--- src/rtl/game_pkg.sv ---
`default_nettype none
// ============================================================================
// Module      : game_pkg
// Description : Shared types and helpers for the whack-a-mole round logic.
// Revision    : 1.0 - initial release
// ============================================================================
package game_pkg;

  typedef enum logic [2:0] {
    IDLE   = 3'd0,
    ARM    = 3'd1,
    SETTLE = 3'd2,
    SHOW   = 3'd3,
    HIT    = 3'd4,
    MISS   = 3'd5,
    GAP    = 3'd6,
    OVER   = 3'd7
  } state_t;

  localparam int         NUM_MOLES = 5;
  localparam logic [2:0] NO_MOLE   = 3'b111;

  function automatic logic [4:0] onehot5(input logic [2:0] idx);
    onehot5 = (idx < 3'(NUM_MOLES)) ? (5'b00001 << idx) : 5'b00000;
  endfunction

endpackage
`default_nettype wire

--- src/rtl/mole_picker.sv ---
`default_nettype none
// ============================================================================
// Module      : mole_picker
// Description : Free-running 8-bit LFSR folded to 0..4 with no back-to-back repeat.
// Revision    : 1.0 - initial release
// ============================================================================
module mole_picker
  import game_pkg::*;
#(
  parameter logic [7:0] LFSR_SEED = 8'hA5
) (
  input  logic       clk,
  input  logic       rst,
  input  logic [2:0] prev_mole,
  output logic [2:0] next_mole
);

  logic [7:0] r_lfsr;
  logic       w_feedback;
  logic [2:0] w_fold;

  // Fibonacci form, taps 8,6,5,4
  assign w_feedback = r_lfsr[7] ^ r_lfsr[5] ^ r_lfsr[4] ^ r_lfsr[3];

  always_ff @(posedge clk or posedge rst) begin
    if (rst) begin
      r_lfsr <= LFSR_SEED;
    end else begin
      r_lfsr <= {r_lfsr[6:0], w_feedback};
    end
  end

  always_comb begin
    w_fold = r_lfsr[2:0];
    if (w_fold >= 3'(NUM_MOLES)) begin
      w_fold = w_fold - 3'(NUM_MOLES);
    end
    next_mole = w_fold;
    if (w_fold == prev_mole) begin
      next_mole = (w_fold == 3'(NUM_MOLES - 1)) ? 3'd0 : w_fold + 3'd1;
    end
  end

endmodule
`default_nettype wire

--- src/rtl/mole_round_controller.sv ---
`default_nettype none
// ============================================================================
// Module      : mole_round_controller
// Description : Round sequencer: picks moles, scores hits/misses, tracks lives.
// Revision    : 1.0 - initial release
// ============================================================================
module mole_round_controller
  import game_pkg::*;
#(
  parameter int         TIMEOUT_CYCLES = 50_000_000,
  parameter int         TIMEOUT_STEP   = 2_000_000,
  parameter int         TIMEOUT_MIN    = 10_000_000,
  parameter int         GAP_CYCLES     = 25_000_000,
  parameter int         LIVES          = 3,
  parameter int         SCORE_W        = 8,
  parameter logic [7:0] LFSR_SEED      = 8'hA5
) (
  input  logic               clk,
  input  logic               rst,
  input  logic               start,
  input  logic [4:0]         buttons,
  input  logic               pulse,
  output logic [2:0]         selector,
  output logic [4:0]         mole_leds,
  output logic [SCORE_W-1:0] score,
  output logic [2:0]         lives,
  output logic               hit_strobe,
  output logic               miss_strobe,
  output logic               game_over
);

  localparam int TW = $clog2(TIMEOUT_CYCLES + 1);
  localparam int GW = (GAP_CYCLES > 1) ? $clog2(GAP_CYCLES) : 1;

  localparam logic [TW-1:0] c_window_init = TW'(TIMEOUT_CYCLES);
  localparam logic [TW-1:0] c_step        = TW'(TIMEOUT_STEP);
  localparam logic [TW-1:0] c_min         = TW'(TIMEOUT_MIN);
  localparam logic [GW-1:0] c_gap_last    = GW'(GAP_CYCLES - 1);

  state_t             r_state;
  state_t             w_next;
  logic [2:0]         r_selector;
  logic [4:0]         r_leds;
  logic [SCORE_W-1:0] r_score;
  logic [2:0]         r_lives;
  logic [TW-1:0]      r_window;
  logic [TW-1:0]      r_timer;
  logic [2:0]         r_prev;
  logic [GW-1:0]      r_gap;
  logic [2:0]         w_pick;
  logic               w_wrong;
  logic               w_idle_btn;
  logic               w_above_floor;

  mole_picker #(
    .LFSR_SEED (LFSR_SEED)
  ) u_picker (
    .clk       (clk),
    .rst       (rst),
    .prev_mole (r_prev),
    .next_mole (w_pick)
  );

  assign w_wrong       = |(buttons & ~onehot5(r_selector));
  assign w_idle_btn    = (buttons == 5'b00000);
  // extra bit keeps the floor comparison free of overflow
  assign w_above_floor = ({1'b0, r_window} >= ({1'b0, c_min} + {1'b0, c_step}));

  always_comb begin
    w_next = r_state;
    case (r_state)
      IDLE, OVER: if (start) w_next = ARM;
      ARM:        if (w_idle_btn) w_next = SETTLE;
      SETTLE:     w_next = SHOW;
      SHOW: begin
        if (w_wrong)                 w_next = MISS;
        else if (pulse)              w_next = HIT;
        else if (r_timer == TW'(1))  w_next = MISS;
      end
      HIT:        w_next = GAP;
      MISS:       w_next = (r_lives <= 3'd1) ? OVER : GAP;
      GAP:        if (r_gap == c_gap_last) w_next = ARM;
      default:    w_next = IDLE;
    endcase
  end

  always_ff @(posedge clk or posedge rst) begin
    if (rst) begin
      r_state    <= IDLE;
      r_selector <= NO_MOLE;
      r_leds     <= 5'b00000;
      r_score    <= '0;
      r_lives    <= 3'(LIVES);
      r_window   <= c_window_init;
      r_timer    <= '0;
      r_prev     <= NO_MOLE;
      r_gap      <= '0;
    end else begin
      r_state <= w_next;
      case (r_state)
        IDLE, OVER: begin
          if (start) begin
            r_score  <= '0;
            r_lives  <= 3'(LIVES);
            r_window <= c_window_init;
          end
        end
        ARM: begin
          // mole is chosen on the cycle the buttons are seen released
          if (w_idle_btn) begin
            r_selector <= w_pick;
            r_leds     <= onehot5(w_pick);
            r_prev     <= w_pick;
            r_timer    <= r_window;
          end
        end
        SHOW: begin
          r_timer <= r_timer - TW'(1);
          if (w_next != SHOW) begin
            r_selector <= NO_MOLE;
            r_leds     <= 5'b00000;
          end
        end
        HIT: begin
          if (r_score != {SCORE_W{1'b1}}) r_score <= r_score + SCORE_W'(1);
          r_window <= w_above_floor ? (r_window - c_step) : c_min;
          r_gap    <= '0;
        end
        MISS: begin
          r_lives <= r_lives - 3'd1;
          r_gap   <= '0;
        end
        GAP: r_gap <= r_gap + GW'(1);
        default: ;
      endcase
    end
  end

  assign selector    = r_selector;
  assign mole_leds   = r_leds;
  assign score       = r_score;
  assign lives       = r_lives;
  assign hit_strobe  = (r_state == HIT);
  assign miss_strobe = (r_state == MISS);
  assign game_over   = (r_state == OVER);

endmodule
`default_nettype wire

--- config.mk ---
export PLATFORM = sky130hd
export DESIGN_NAME = mole_round_controller
export DESIGN_NICKNAME = d
export VERILOG_FILES = /design/src/rtl/game_pkg.sv /design/src/rtl/mole_picker.sv /design/src/rtl/mole_round_controller.sv
export SDC_FILE = /design/constraint.sdc
export NUM_CORES = 1
export LEC_CHECK = 0
export CORE_ASPECT_RATIO = 0.8
export CORE_UTILIZATION = 25
export CTS_BUF_LIST = sky130_fd_sc_hd__clkbuf_8 sky130_fd_sc_hd__clkbuf_16
export CTS_CLUSTER_SIZE = 8
export DETAILED_ROUTE_END_ITERATION = 16
export PLACE_DENSITY_LB_ADDON = 0.1
export SLEW_MARGIN = 40
export SYNTH_ARGS = -nofsm -noshare
export SYNTH_HDL_FRONTEND = slang
export SYNTH_HIERARCHICAL = 1
export SYNTH_SLANG_ARGS = --single-unit
--- constraint.sdc ---
create_clock -name clk -period 3.2 [get_ports clk]
set_input_delay 0.64 -clock clk [delete_from_list [all_inputs] [get_ports clk]]
set_output_delay 0.64 -clock clk [all_outputs]
set_load 0.05 [all_outputs]
# After elaboration in Yosys (flattened, before gate mapping)
# Index checks and enable logic that the tools add are counted.
# op_classes
n_addsub	7
order_cmp	5
eq_ne	17
shift	2
mux	30
bitwise_logic	5
reduce_logical	15
# op_table
cell	n
26-bit one-hot mux with 2 select lines	2
26-bit 2-to-1 mux	3
25-bit one-hot mux with 2 select lines	1
3-bit 2-to-1 mux	12
26-bit by 1-bit == test with 1-bit output, second input constant	1
26-bit by 24-bit >= comparator with 1-bit output, second input constant	1
26-bit by 1-bit subtractor with 26-bit output, second input constant	1
26-bit by 21-bit subtractor with 26-bit output, second input constant	1
25-bit by 1-bit adder with 25-bit output, second input constant	1
25-bit == test, second input constant	1
3-bit one-hot mux with 7 select lines	1
5-bit 2-to-1 mux	4
8-bit 2-to-1 mux	2
8-bit one-hot mux with 2 select lines	1
3-bit == test, second input constant	5
3-bit one-hot mux with 2 select lines	2
5-bit one-hot mux with 2 select lines	1
1-bit by 3-bit left shift with 5-bit output, first input constant	2
8-bit by 1-bit adder with 8-bit output, second input constant	1
8-bit != test, second input constant	1
2-bit AND reduction	4
2-bit nonzero test	4
3-bit by 2-bit == test with 1-bit output, second input constant	2
3-bit less-than comparator, second input constant	2
other kinds (19)	25
# totals
regBits	110
word_cells	91

# Longest topological paths before layout
# logic_depth
word_depth	10
ltp_mapped	11

# Cells and area by module
# The synthesis kept the hierarchy.
# by_module_without_submodules
module	instances	cells_each	area_per_inst_um2	seq_area_each_um2
mole_round_controller	1	585	5215.0	2402.3
mole_picker	1	49	478.0	205.2

# Worst setup path after synthesis
# Ideal clock, no wire load.
# synth_path
path_type	reg2reg
start	reg u_picker.r_lfsr[0]
end	reg r_leds[4] (netlist: mole_leds[4])
arrival_ps	2341
t_required_ps	3135
path_slack_ps	794
stages_incl_launch_ff	9
synth_period_minus_slack_ps	2406
path_cell_list	dfstp_2 -> inv_1 -> ha_1 -> a211o_1 -> buf_6 -> o31a_1 -> a311oi_1 -> nor4b_1 -> a31o_2
# synth_via
elab_chain_len	9
word_cells_on_any_way	13
# synth_rtl
element	line_no	text
start: declaration	mole_picker.sv:18	logic [7:0] r_lfsr;
start signal: assignment	mole_picker.sv:29	r_lfsr <= {r_lfsr[6:0], w_feedback};
3-bit subtractor or 3-bit >= comparator (tied branches)	mole_picker.sv:36, mole_picker.sv:35	
3-bit 2-to-1 mux (*)	mole_picker.sv:35	if (w_fold >= 3'(NUM_MOLES)) begin
3-bit by 1-bit adder with 3-bit output or 3-bit == test (tied branches)	mole_picker.sv:40	next_mole = (w_fold == 3'(NUM_MOLES - 1)) ? 3'd0 : w_fold + 3'd1;
3-bit 2-to-1 mux	mole_picker.sv:40	
3-bit 2-to-1 mux (*)	mole_picker.sv:39	if (w_fold == prev_mole) begin
named net w_pick[2]	mole_round_controller.sv:50	logic [2:0] w_pick;
3-bit less-than comparator or 1-bit by 3-bit left shift with 5-bit output (tied branches)	game_pkg.sv:24	onehot5 = (idx < 3'(NUM_MOLES)) ? (5'b00001 << idx) : 5'b00000;
5-bit 2-to-1 mux (*)	game_pkg.sv:24	
5-bit 2-to-1 mux (*)	mole_round_controller.sv:110	if (w_idle_btn) begin
5-bit one-hot mux with 2 select lines (*)	mole_round_controller.sv:100	case (r_state)
end signal: assignment	mole_round_controller.sv:112	r_leds <= onehot5(w_pick);
end: declaration	mole_round_controller.sv:43	logic [4:0] r_leds;
# The timed path passes the listed nets; every way through them passes the cells marked *. The select of a mux whose other input is x is not followed.
# A chain may end at the register's enable or synchronous reset.

# Final worst setup path
# layout_path
start	reg r_state[2]
end	out game_over
# layout_via
elab_chain_len	1
# layout_rtl
element	line_no	text
start: declaration	mole_round_controller.sv:40	state_t r_state;
start signal: assignment	mole_round_controller.sv:99	r_state <= w_next;
3-bit == test	mole_round_controller.sv:145	assign game_over = (r_state == OVER);
end: declaration	mole_round_controller.sv:29	output logic game_over
# No other way between the ends.

==> results.md <==
Synth:
- The average instance in the mapped netlist occupies 8.98 sq um.
- The count of unique library cells instantiated by Yosys is 65.
- The share of the yosys chip area belonging to registers is 45.8%.
- The synthesized netlist devotes 20.8% of its cell area to compound gates.
- In the synthesized netlist, the number of instances is 634.
- The most used flip-flop cell after synthesis is dfrtp_1.
- The post-synthesis net count is 652.
- The synthesized netlist devotes 2.92% of its cell area to XOR and XNOR gates.
- The dominant combinational cell family by area after synthesis is simple AND/OR/NAND/NOR gates.
- For this run, the number of Yosys warnings is 6.
- Of the total synthesized cell area, the portion taken by full adders, half adders and majority gates is 1.98%.
- The multiplexer fraction of the synthesized cell area is 0.352%.
- The simple-gate area share of the yosys netlist is 24.3%.
- In the post-synthesis netlist, the biggest area contributors are dfrtp_1 35%, dfstp_2 11%, o21ai_0 5.0%.
- The biggest area contributor in the post-synthesis netlist is dfrtp_1.
- The area share of the largest cell type after synthesis is 34.7%.
- Of all flip-flops after synthesis, the portion carrying an async set or reset was 100%.
- The number of synthesized register bits is 103.
- The count of flip-flops with a built-in enable after synthesis is 0.
- The cell area after synthesis is 5690 sq um.

Critical path:
- The worst setup path is captured at an output pin.
- Traced cell by cell, the critical path runs through buf_4, and3_1, clkdlybuf4s50_1.
- The top fanout value on the critical path is 11.
- STA puts the critical path data required time at 2.56 ns.
- The delay of the slowest critical-path stage is 0.87 ns.
- The cell family contributing the most delay on the critical path is buffers and inverters.
- STA classifies the critical path startpoint as a register.
- The worst path buffer plus inverter count is 2.
- At the worst endpoint, the arrival time is 2.16 ns.
- The number of cells traversed by the worst register-to-register path is 7.
- The number of stages on the worst setup path is 3.
- The slowest stage of the critical path is the clkdlybuf4s50_1 cell.
- The type of the worst setup path is register to output pin.

Routing:
- The detail-routed net length per standard cell is 15.8 um.
- The total wire length after detailed routing is 15.3 mm.
- The number of DRC markers in iteration 0 is 352.
- The detail-routed via count per cell is 5.08.
- The remaining routing DRC violations is 0.
- The total number of vias is 4921.
- In this run the remaining antenna-violating nets after routing total 0.
- The pre-antenna-repair detailed-routing pass consisted of 5 iterations.

Clock tree:
- The clock insertion delay at the later pin of the skew report is 0.35 ns.
- CTS saw 103 sinks.
- After clock tree synthesis, the flow added hold-fix buffers numbering 0.
- In this run, CTS created clock tree buffers numbering 9.
- Clock-pin slew was measured on the worst setup and hold paths at 0.07 ns.
- CTS placed an instance of clkbuf_16 at the clock tree root.
- The worst-case clock buffer depth is 2.
- The maximum level of the CTS H-tree is 3.
- The post-CTS setup buffer count is 0.
- TritonCTS built the clock tree.
- The total of cells resized after clock tree synthesis is 0.

STA:
- The final number of max-transition violations is 0.
- The actual transition at the worst max-transition pin is 0.674 ns.
- Setup repair after global routing left no endpoint under its margin.
- The final-report hold violation count came to 0.
- The worst path uses 87.6% of the clock period.
- The clock period minus final worst setup slack is 2.80 ns.
- The final critical-path setup slack is 0.395 ns.
- The total negative slack for setup checks is 0 ns.
- The final worst clock skew is 0.00652 ns.
- The worst-case headroom to the max-slew limit is 54.7%.
- The maximum operating frequency is 357 MHz.
- Setup violations remaining at the end of the flow were counted as 0.

Place:
- Port buffering added 30 buffers.
- Once placement completed, the tool counted placed cells totaling 952.
- Routability-driven placement finished with a final weighted congestion of 0.766.
- The wire-length estimate of the detail-placed layout is 10.5 mm.
- The worst setup slack before clock tree synthesis is 0.161 ns.

Floorplan:
- The area inside the core boundary is 21900 sq um.
- The horizontal die dimension is 171 um.
- 31 I/O pins were placed.
- The floorplan step defined a die boundary enclosing 23400 sq um.
- The initial cell density of the core is 26.0%.
- The vertical die dimension is 137 um.
- The standard-cell row count is 48.

Layout:
- In the final layout, the multi-input gates occupy 2870 sq um.
- The register area is 2610 sq um.
- The library cell used most frequently in the layout, excluding fill and tap cells, is dfrtp_1.
- The net count of the finished layout is 681.
- The number of cells in the finished layout apart from fillers is 968.
- In the layout the commonest cells are 79 x dfrtp_1, 74 x nand2_1, 57 x o21ai_0, 45 x nor2_1, 39 x nand3_1.
- Cells with a size suffix above 1 make up 11.4% of the layout.
- 0 antenna diodes ended up in the layout.
- The fill cell instance count of the final layout is 2293.
- From synthesis to final layout, the design area changed by 17.6%.

Power:
- The power per cell area is 757 nW/um^2.
- The worst vdd rail ir drop is 0.363 mV.
- The leakage power total is 2.56 nW.

Global routing:
- The number of antenna violations at the first check in global routing came to 0.
- Summed over all layers, the global routing overflow is 0.
- Entering global routing, the biggest net connects 96 pins.
- The combined global-route utilization of all metal layers is 14.1%.
- The number of global-route vias before repair is 4855.
- The wire length of the first global-routing pass is 25.9 mm.

Flow run:
- Max-cap violations in this run came to 0.

Outcome:
- The run finished with clean final reports.

Hold path:
- The worst hold path was traced through 0 stages.
- The type of the tightest min-delay check is register to register.
## cell families after synthesis
kind of cell | count (synthesis)
AND/OR/NAND/NOR | 267
AO/OA/AOI/OAI | 178
flip-flops | 103
buffers and inverters | 56
XOR/XNOR | 19
adder cells (fa/ha/maj) | 9
multiplexers | 2
## registers in the layout (all words and copies together) (netlist names)
signal	cells
u_picker/r_lfsr	8
r_prev	3
r_gap	25
r_timer	26
r_state	3
mole_leds	5
r_window	19
score	8
selector	3
lives	3
## cell usage after synthesis, drive strengths merged, types with 17 or more instances
library cell and count:
nand4 17, dfstp 24, nand2 74, nor3 25, nand3 39, clkbuf 25
inv 28, nor2 45, dfrtp 79, a21oi 25, o21ai 60, o211ai 20
## where the power goes
| part | switching [mW] | internal (mW) | leakage (nW) |
|---|---|---|---|
| logic | 1.10 | 0.671 | 1.15 |
| clock network | 0.533 | 0.617 | 0.144 |
| registers | 0.474 | 1.68 | 1.26 |
## metrics by stage
step | area, sq um | total power, mW | hold WS [ns] | utilization, %
floorplan | 5690 | 3.31 | 0.333 | -
global route | 6700 | 5.48 | 0.394 | 30.5
CTS | 6690 | 5.13 | 0.369 | 30.5
global placement | 6380 | 3.92 | 0.338 | 29.1
finish | 6700 | 5.07 | 0.365 | 30.5
detailed placement | 6380 | 3.95 | 0.338 | 29.1
## metal layers
metal | up-vias | track usage, % | wire (um)
met5 | - | 0 | 0
met4 | 0 | 3.60 | 147
met1 | 2396 | 20.5 | 7960
li1 | 2412 | - | -
met3 | 9 | 2.86 | 603
met2 | 104 | 21.1 | 6550
## final timing paths
path	startpoint	to	slack (ns)
max reg2reg	u_picker/r_lfsr[0]$_DFF_PP1_	mole_leds[4]$_DFFE_PP0P_	0.45
min	u_picker/r_lfsr[6]$_DFF_PP0_	u_picker/r_lfsr[7]$_DFF_PP1_	0.37
min reg2reg	u_picker/r_lfsr[6]$_DFF_PP0_	u_picker/r_lfsr[7]$_DFF_PP1_	0.37
max	r_state[2]$_DFF_PP0_	game_over	0.40
max in group asynchronous	rst	r_gap[12]$_DFFE_PP0P_	1.95
min in group asynchronous	rst	u_picker/r_lfsr[1]$_DFF_PP0_	0.63
## cell type report
| cell class | instances | share of cell area (%) |
|---|---|---|
| multi-input combinational | 475 | 42.9 |
| inverter | 28 | 1.61 |
| clock inverter | 7 | 1.23 |
| sequential | 103 | 38.9 |
| tap | 300 | 5.61 |
| timing repair buffer | 46 | 6.39 |
| clock buffer | 9 | 3.36 |
(Power assumes the default switching activity.)
